==> src/rtl/mem_ctrl_pkg.sv <==
// mem_ctrl_pkg: shared state type, request encodings and word geometry for mem_ctrl.
// Revision 1.0
`default_nettype none

package mem_ctrl_pkg;

   localparam int BYTES_PER_WORD = 4;

   localparam logic [1:0] MEM_NONE  = 2'b00;
   localparam logic [1:0] MEM_READ  = 2'b01;
   localparam logic [1:0] MEM_WRITE = 2'b10;

   typedef enum logic [2:0] {
      ST_IDLE  = 3'd0,
      ST_READ  = 3'd1,
      ST_RWAIT = 3'd2,
      ST_WRITE = 3'd3,
      ST_DONE  = 3'd4
   } state_t;

endpackage

`default_nettype wire

==> src/rtl/word_assembler.sv <==
// word_assembler: four byte lanes written by index; word shows the lane being written this cycle.
// Revision 1.0
`default_nettype none

module word_assembler
   import mem_ctrl_pkg::*;
(
   input  logic                        clk,
   input  logic                        rst,
   input  logic                        wr_en,
   input  logic [1:0]                  lane_sel,
   input  logic [7:0]                  din,
   output logic [8*BYTES_PER_WORD-1:0] word
);

   for (genvar i = 0; i < BYTES_PER_WORD; i++) begin : g_lane
      logic       hit;
      logic [7:0] lane_q;

      assign hit = wr_en && (lane_sel == 2'(i));

      always_ff @(posedge clk) begin
         if (rst)
            lane_q <= 8'h00;
         else if (hit)
            lane_q <= din;
      end

      // Bypass lets the final byte land in the completed word on the same edge.
      assign word[8*i +: 8] = hit ? din : lane_q;
   end

endmodule

`default_nettype wire

==> src/rtl/mem_ctrl.sv <==
// mem_ctrl: serves core word read/write requests as four byte accesses on a byte-wide sync RAM.
// Revision 1.0
`default_nettype none

module mem_ctrl
   import mem_ctrl_pkg::*;
#(
   parameter int LEN        = 32,
   parameter int ADDR_WIDTH = 17
)
(
   input  logic                  clk,
   input  logic                  rst,
   input  logic [ADDR_WIDTH-1:0] mem_addr,
   input  logic [1:0]            mem_vis_stage_state,
   input  logic [LEN-1:0]        write_data,
   output logic [LEN-1:0]        mem_data,
   output logic                  rdy_out,
   output logic [ADDR_WIDTH-1:0] ram_addr,
   output logic [7:0]            ram_din,
   input  logic [7:0]            ram_dout,
   output logic                  ram_wr
);

   state_t                state;
   logic [ADDR_WIDTH-1:0] base;
   logic [LEN-1:0]        wdata;
   logic [1:0]            cnt;
   logic [1:0]            cnt_next;
   logic                  req_valid;
   logic                  asm_wr;
   logic [1:0]            asm_lane;
   logic [LEN-1:0]        asm_word;

   assign cnt_next  = cnt + 2'd1;
   assign req_valid = (mem_vis_stage_state == MEM_READ) || (mem_vis_stage_state == MEM_WRITE);
   assign rdy_out   = (state == ST_DONE) || ((state == ST_IDLE) && !req_valid);

   // RAM data lags the address by one cycle, so lane cnt-1 is captured during READ.
   assign asm_wr   = ((state == ST_READ) && (cnt != 2'd0)) || (state == ST_RWAIT);
   assign asm_lane = (state == ST_RWAIT) ? 2'd3 : (cnt - 2'd1);

   word_assembler u_asm (
      .clk      (clk),
      .rst      (rst),
      .wr_en    (asm_wr),
      .lane_sel (asm_lane),
      .din      (ram_dout),
      .word     (asm_word)
   );

   always_ff @(posedge clk) begin
      if (rst) begin
         state    <= ST_IDLE;
         mem_data <= '0;
         ram_addr <= '0;
         ram_din  <= 8'h00;
         ram_wr   <= 1'b0;
         cnt      <= 2'd0;
         base     <= '0;
         wdata    <= '0;
      end else begin
         case (state)
            ST_IDLE: begin
               if (req_valid) begin
                  base     <= mem_addr;
                  wdata    <= write_data;
                  cnt      <= 2'd0;
                  ram_addr <= mem_addr;
                  ram_din  <= write_data[7:0];
                  if (mem_vis_stage_state == MEM_WRITE) begin
                     ram_wr <= 1'b1;
                     state  <= ST_WRITE;
                  end else begin
                     state  <= ST_READ;
                  end
               end
            end
            ST_READ: begin
               if (cnt == 2'd3) begin
                  state <= ST_RWAIT;
               end else begin
                  cnt      <= cnt_next;
                  ram_addr <= base + ADDR_WIDTH'(cnt_next);
               end
            end
            ST_RWAIT: begin
               mem_data <= asm_word;
               state    <= ST_DONE;
            end
            ST_WRITE: begin
               if (cnt == 2'd3) begin
                  ram_wr <= 1'b0;
                  state  <= ST_DONE;
               end else begin
                  cnt      <= cnt_next;
                  ram_addr <= base + ADDR_WIDTH'(cnt_next);
                  ram_din  <= wdata[{cnt_next, 3'b000} +: 8];
               end
            end
            ST_DONE: state <= ST_IDLE;
            default: state <= ST_IDLE;
         endcase
      end
   end

endmodule

`default_nettype wire

==> config.mk <==
export PLATFORM = sky130hd
export DESIGN_NAME = mem_ctrl
export DESIGN_NICKNAME = d
export VERILOG_FILES = /design/src/rtl/mem_ctrl_pkg.sv /design/src/rtl/word_assembler.sv /design/src/rtl/mem_ctrl.sv
export SDC_FILE = /design/constraint.sdc
export NUM_CORES = 1
export LEC_CHECK = 0
export ABC_AREA = 1
export CORE_UTILIZATION = 55
export DETAILED_ROUTE_END_ITERATION = 8
export GPL_ROUTABILITY_DRIVEN = 0
export PLACE_DENSITY_LB_ADDON = 0.25
export SETUP_SLACK_MARGIN = 0.05
export SYNTH_ARGS = -nofsm -noshare
export SYNTH_HDL_FRONTEND = slang
export SYNTH_SLANG_ARGS = --single-unit
==> constraint.sdc <==
create_clock -name clk -period 4.8 [get_ports clk]
set_input_delay 1.44 -clock clk [delete_from_list [all_inputs] [get_ports clk]]
set_output_delay 1.44 -clock clk [all_outputs]
set_load 0.005 [all_outputs]
==> out/results.md <==
## Pwr
* 0.003282 uW — leakage power summed over all cells
* 1076 uW — net switching component of the power
* 0.3227 mV — IR Drop Worst-Case VDD
* 490.6 mW/mm^2 — Pwr per Cell Area
* 0.365 — Reg power frac
* 0.412 — clock network fraction of design power
* 2742 uW — cell-internal power
* 0.2818 — Sw Ratio
* 3818 uW — overall power
* 0.223 — combinational fraction of design power

## Yosys
* 32 — synth unique cells
* 821 — cell count after synthesis
* sky130_fd_sc_hd__dfxtp_1 — dominant register cell in the synthesized netlist
* 136 — flops & latches, synth
* 0.4660 — sequential fraction of the synthesis area
* 0 — Post-synth EDFFs
* 0.005843 mm^2 — netlist area before placement
* 888 — Post-Syn Nets
* sky130_fd_sc_hd__dfxtp_1, sky130_fd_sc_hd__nor2_1, sky130_fd_sc_hd__nand2_1 — ranking of synthesized cells by area
* 7.117 um^2 — Synth Area per Inst
* 0 — asr flop ratio synth
* sky130_fd_sc_hd__dfxtp_1 — cell accounting for the most synthesized area
* 0.4660 — area fraction of the dominant cell type after synthesis
* 0 — yosys synthesis warning count

## Route
* 14.77 um — wire per inst
* 5,793 — routed vias
* 15.79 mm — final routed wirelength across all metal layers
* 0 — post-route antenna net violation count
* 0 — DRC viols
* 5 — Pre-antenna DRT Iters
* 311 — DRC marker count from the first detailed-route iteration
* 5.419 — DR vias/cell

## Global route
* 5,571 — number of global-route vias before repair
* 0.4986 — met2 GRT Util
* 25.83 mm — global-route wire length before repair
* 0.06176 — grt met3 use
* 0.2952 — GR Util All Layers
* 65 — pin count of the biggest net entering global routing
* 0 — number of antenna violations at the first check in global routing
* 0 — global route total overflow
* 0.3612 — met1 track demand over resource
* met2 — most used routing layer

## Floorplanning
* 0.01032 mm^2 — Std-Cell Core Area
* 0.01104 mm^2 — die footprint
* 120 — io pins
* 105.1 um — floorplan die width
* 37 — # rows
* 0.5660 — Initial Utilization
* 105.1 um — Vert. Die Dim

## Critical path
* 2.92 ns — data arrival time at the worst-slack endpoint
* output port — kind of end point of the critical path
* 3.36 ns — Req. time, crit path
* mem_vis_stage_state[0] — origin of the worst setup path
* 2 — maximum fanout along the worst path
* input port to output port — category of the critical setup timing path
* cnt[0] — Worst R2R Start
* input port — Setup crit start kind

## Cells and area
* 0 — diode insertion count for antenna repair
* 772 — fillers
* 0.06002 — layout cell share with drive strength beyond 1
* 988 — fin nets
* 33.17% — relative area change from synthesis to final layout

## CTS
* sky130_fd_sc_hd__clkbuf_8 — library cell used as clock root buffer
* 0.54 ns — worst-skew pair later-pin latency
* 4 — H-Tree Depth
* 0 — number of setup buffers added after CTS
* yes — CTS tree
* 0.06 ns — clock edge transition at the registers on the reported setup and hold paths
* 2 — worst-case clock buffer depth
* 0 — cts-stage hold buffer count
* 136 — Num Clock Sinks
* 0 — number of resized instances in the post-cts repair step
* 17 — number of buffers inserted during clock tree synthesis

## STA
* 0.9685 ns — Worst Max-Slew Pin Slew
* 0.3534 — tightest slew margin relative to the limit
* 0 — number of setup violations in the final report
* 0.4711 ns — final worst hold slack
* 0 ns — final-layout setup total negative slack
* no — setup repair after global routing missed its margin
* 0 — count of final max-slew check failures
* 4.361 ns — post-layout min period
* 229.3 MHz — maximum clock frequency
* 0 — Final Hold Viols
* 0.4395 ns — Final Worst Setup Slack
* 0.9084 — Final Cycle Share
* 0.007577 ns — Layout Skew

## Placed design
* 119 — quantity of I/O buffers inserted on ports
* 0.4310 ns — Worst Setup Slack post-DPL
* 10.32 mm — half-perimeter wire length after detailed placement

## Status
* complete, no violations — result of the run

## Min path
* flop to flop — worst min-delay path category
* ram_wr — hold_sp

## Run
* 0 — maximum capacitance violations

metal layers:
metal,part of all wire,vias up
li1,-,2837
met1,0.43,2672
met2,0.49,247
met3,0.067,37
met4,0.021,0
met5,0,-
cells in the mapped netlist, types with 8 or more instances:
cell type	number
sky130_fd_sc_hd__nor2_1	163
sky130_fd_sc_hd__o21ai_0	102
sky130_fd_sc_hd__nand3_1	15
sky130_fd_sc_hd__nand2_1	145
sky130_fd_sc_hd__clkbuf_1	30
sky130_fd_sc_hd__a21oi_1	57
sky130_fd_sc_hd__buf_2	9
sky130_fd_sc_hd__o21a_1	24
sky130_fd_sc_hd__inv_1	70
sky130_fd_sc_hd__o22ai_1	8
sky130_fd_sc_hd__dfxtp_1	136
sky130_fd_sc_hd__o21ai_1	16
metrics by stage:
step | utilization | instances | area (um^2)
floorplan | - | 821 | 5843
CTS | 0.7537 | 1069 | 7781
global route | 0.7537 | 1069 | 7781
global placement | 0.6848 | 1038 | 7069
finish | 0.7537 | 1069 | 7781
detailed placement | 0.6848 | 1038 | 7069
sequential cells by signal, indices dropped and copies added, names as in the netlist:
name	count
ram_addr	17
u_asm.g_lane.lane_q	24
wdata	32
base	17
mem_data	32
ram_din	8
state	3
ram_wr	1
cnt	2
area by class of cell:
type                            instances  area [um^2]  share of cell area
Clock buffer                           19        441.7             0.05676
Timing Repair Buffer                  127         1251              0.1608
Tap cell                              136        170.2             0.02187
Inverter                               76        285.3             0.03666
Sequential cell                       136         2723              0.3499
Clock inverter                         12        270.3             0.03473
Multi-Input combinational cell        563         2640              0.3393
critical path, cell delays in order:
cell                              delay (ns)
sky130_fd_sc_hd__clkdlybuf4s50_1        0.46
sky130_fd_sc_hd__inv_1                  0.05
sky130_fd_sc_hd__ha_1                   0.30
sky130_fd_sc_hd__nor2_1                 0.06
sky130_fd_sc_hd__nor2_1                 0.11
sky130_fd_sc_hd__clkdlybuf4s50_1        0.50
power groups by stage:
stage / clock network [uW] / logic [uW] / registers, uW
after global placement: 0 / 801 / 1400
after global routing: 1620 / 943 / 1410
after detailed placement: 0 / 833 / 1410
final: 1570 / 852 / 1390
after floorplan: 0 / 497 / 1390
after CTS: 1580 / 845 / 1390
cells by family (layout without fill, tap and decap cells):
kind of cell / Yosys count / after routing / synth area share
and+or+nand+nor: 335 / 335 / 0.2278
buffers and inverters: 122 / 234 / 0.08223
AOI/OAI and AO/OA: 216 / 216 / 0.2009
adders and majority gates: 6 / 6 / 0.01413
DFF: 136 / 136 / 0.4660
xor gates and xnor gates: 6 / 6 / 0.008994
cell usage in the layout (no fill, tap or decap), drive strengths merged:
cell type / netlist / routed
o21a: 24 / 24
o22ai: 8 / 8
bufinv: 0 / 8
fa: 1 / 1
o211ai: 1 / 1
ha: 5 / 5
o2111ai: 1 / 1
a211oi: 2 / 2
a31oi: 3 / 3
buf: 16 / 8
dfxtp: 136 / 136
nand2: 150 / 150
clkdlybuf4s50: 0 / 119
nand4: 3 / 3
nor3: 1 / 1
a21oi: 57 / 57
nor2: 166 / 166
clkinvlp: 0 / 4
clkbuf: 30 / 19
xnor2: 2 / 2
inv: 75 / 76
nand3: 15 / 15
xor2: 4 / 4
o21ai: 120 / 120
worst paths after layout:
path / endpoint / slack, ns / cells after the start
hold / removal: ram_wr / 0.47 / 2
hold reg to reg: ram_wr / 0.47 / 2
setup reg to reg: ram_addr[16] / 1.78 / 11
setup / recovery: rdy_out / 0.44 / 6
No activity file was read; power rests on OpenSTA's default activity.
==> patch (same flow settings) <==
Set the parameter `ADDR_WIDTH` to 13 (it was 17).
--- a/src/rtl/mem_ctrl.sv
+++ b/src/rtl/mem_ctrl.sv
@@ -6,7 +6,7 @@
    import mem_ctrl_pkg::*;
 #(
    parameter int LEN        = 32,
-   parameter int ADDR_WIDTH = 17
+   parameter int ADDR_WIDTH = 13
 )
 (
    input  logic                  clk,
Ports: changed (resized mem_addr and ram_addr); port bits go from 120 to 112. The function was not compared with the original's and may differ.
==> patch against the unedited design <==
Final cell count down 8.2%; design area shrank 6.8%; sequential power is 7% lower; critical path type unchanged; via count shrank 6.9%; count of clock-buffer cells in the layout grew 1; sequential cell count fell by 8; setup slack got worse by 0.11 ns; power is 9.7% lower; area after synthesis down 5.5%; largest power group unchanged; highest routed layer unchanged; core utilization fell by 1.2 points; wire length decreased by 11%; sequential share of layout area rose by 0.36 points; die area decreased by 5.4%.
==> patch: results (changes against the unedited design) <==
Run status: finished clean
Sequential cell area fraction in the yosys report: 0.4639 (-0.002080)
Top post-synthesis cells by area: dfxtp_1 (46%), nor2_1 (8.5%), nand2_1 (7.7%)
Global-route wire length before repair: 22830 um (-12%)
Drt pass-1 iters: 6 (+1)
Total Routing Usage GR: 0.2808 (-0.01433)
Later-pin clock latency in the skew report: 0.53 ns
Final non-filler cell total: 981 (-8.2%)
Largest regs: mem_data (32), wdata (32), u_asm.g_lane.lane_q (24)
R2R depth: 10 (-1)
CTS clock-pin slew for the worst setup and hold paths: 0.06 ns (about the same)
Post-DP HPWL: 9242 um (-10%)
H-Tree Depth: 4 (unchanged)
Initial antenna violation count: 0 (unchanged)
Peak supply drop: 0.0002430 V (-25%)
Number of global-route vias before repair: 4850 (-13%)
Synth Instances: 743 (-9.5%)
Actual slew at the worst max-slew pin: 0.9738 ns (+0.005282 ns)
CTS Buf Count: 17 (unchanged)
Port Buffers: 111 (-6.7%)
Ys async rst share: 0 (unchanged)
Drt initial violations: 352 (+13%)
Synth Net Count: 806 (-9.2%)
Cell variety after synth: 33 (+3.1%)
Yosys warns: 0 (unchanged)
CP arrival: 3.03 ns (+0.11 ns)
WL/cell: 14.36 um (-2.8%)
Fillers: 769 (-0.39%)
Final instance area: 7249 sq um (-6.8%)
R2R Setup Slk: 1.59 ns (-0.19 ns)
Inst Count DP: 949 (-8.6%)
Layout cell share with drive strength beyond 1: 0.07193 (+0.01191)
WHS: 0.4564 ns (-0.01471 ns)
Pleak: 2.957 nW (-9.9%)
Nets: 898 (-9.1%)
CP endpoint: rdy_out
Max clock buf depth: 2 (unchanged)
Ant. Diodes: 0 (unchanged)
Primary FF master, synth: dfxtp_1
CP Launch Point: mem_vis_stage_state[0]
Post-CTS setup buffer count: 0 (unchanged)
Pre-CTS setup slack: 0.3521 ns (-0.07882 ns)
Overflow left after global routing: 0 (unchanged)
R2r startpoint: cnt[0]
Placed cell areas: 6623 sq um (-6.3%)
Clock skew: 0.009198 ns (+0.001622 ns)
Worst setup SP type: input pin
Post-synth top cells: dfxtp_1 (128), nor2_1 (125), nand2_1 (114)
Routed vias: 5396 (-6.9%)
CTS resizes: 0 (unchanged)
Root Buffer: clkbuf_8
Worst r2r dst: ram_addr[5]
Pin count of the biggest net entering global routing: 65 (unchanged)
Worst setup margin: 0.3279 ns (-0.1116 ns)
-- patch: cell types whose count changed after synthesis, moves of 8 or more --
cell      change
nor2_1       -38
nand2_1      -31
nand3_1      +30
o21ai_0      -20
inv_1        -18
a21oi_1      +16
o21ai_1      -11
clkbuf_1      -9
dfxtp_1       -8
-- patch: layout make-up --
class,instances,area share
Multi-Input combinational cell,514,0.3486
Tap cell,133,0.02295
Clock inverter,12,0.02503
Clock buffer,20,0.06144
Sequential cell,128,0.3535
Inverter,58,0.03003
Timing Repair Buffer,116,0.1584
-- patch: report_power, final --
group	internal (W)	switching, W	total (W)
combinational	0.000349	0.000456	0.000805
clock	0.000874	0.000476	0.00135
sequential	0.00121	0.0000862	0.00129
-- patch: worst min-delay path by stage --
stage                     cells past startpoint  endpoint   start
after global routing                          2    ram_wr  ram_wr
after detailed placement                      2    ram_wr  ram_wr
after global placement                        2    ram_wr  ram_wr
after floorplan                               2    ram_wr  ram_wr
final                                         2    ram_wr  ram_wr
after CTS                                     2    ram_wr  ram_wr
-- patch: logic make-up (layout without fill, tap and decap cells) --
group                      after synthesis  after routing  share of synthesized area
and+or+nand+nor                        305            305                     0.2385
AOI/OAI and AO/OA                      199            199                     0.1977
DFF                                    128            128                     0.4639
buffers and inverters                  101            206                    0.07860
adders and majority gates                6              6                    0.01495
xor gates and xnor gates                 4              4                   0.006343
-- patch: worst max-delay path: stages --
cell,delay (ns)
clkdlybuf4s50_1,0.45
inv_1,0.04
ha_1,0.31
nor2_1,0.07
nor2_1,0.18
clkdlybuf4s50_1,0.54
-- patch: metal layers --
layer | up-vias | part of all wire | track usage
met5 | - | 0 | 0
met4 | 0 | 0.017 | 0.1044
met3 | 25 | 0.061 | 0.04720
met2 | 216 | 0.49 | 0.4734
met1 | 2518 | 0.44 | 0.3616
li1 | 2637 | - | -
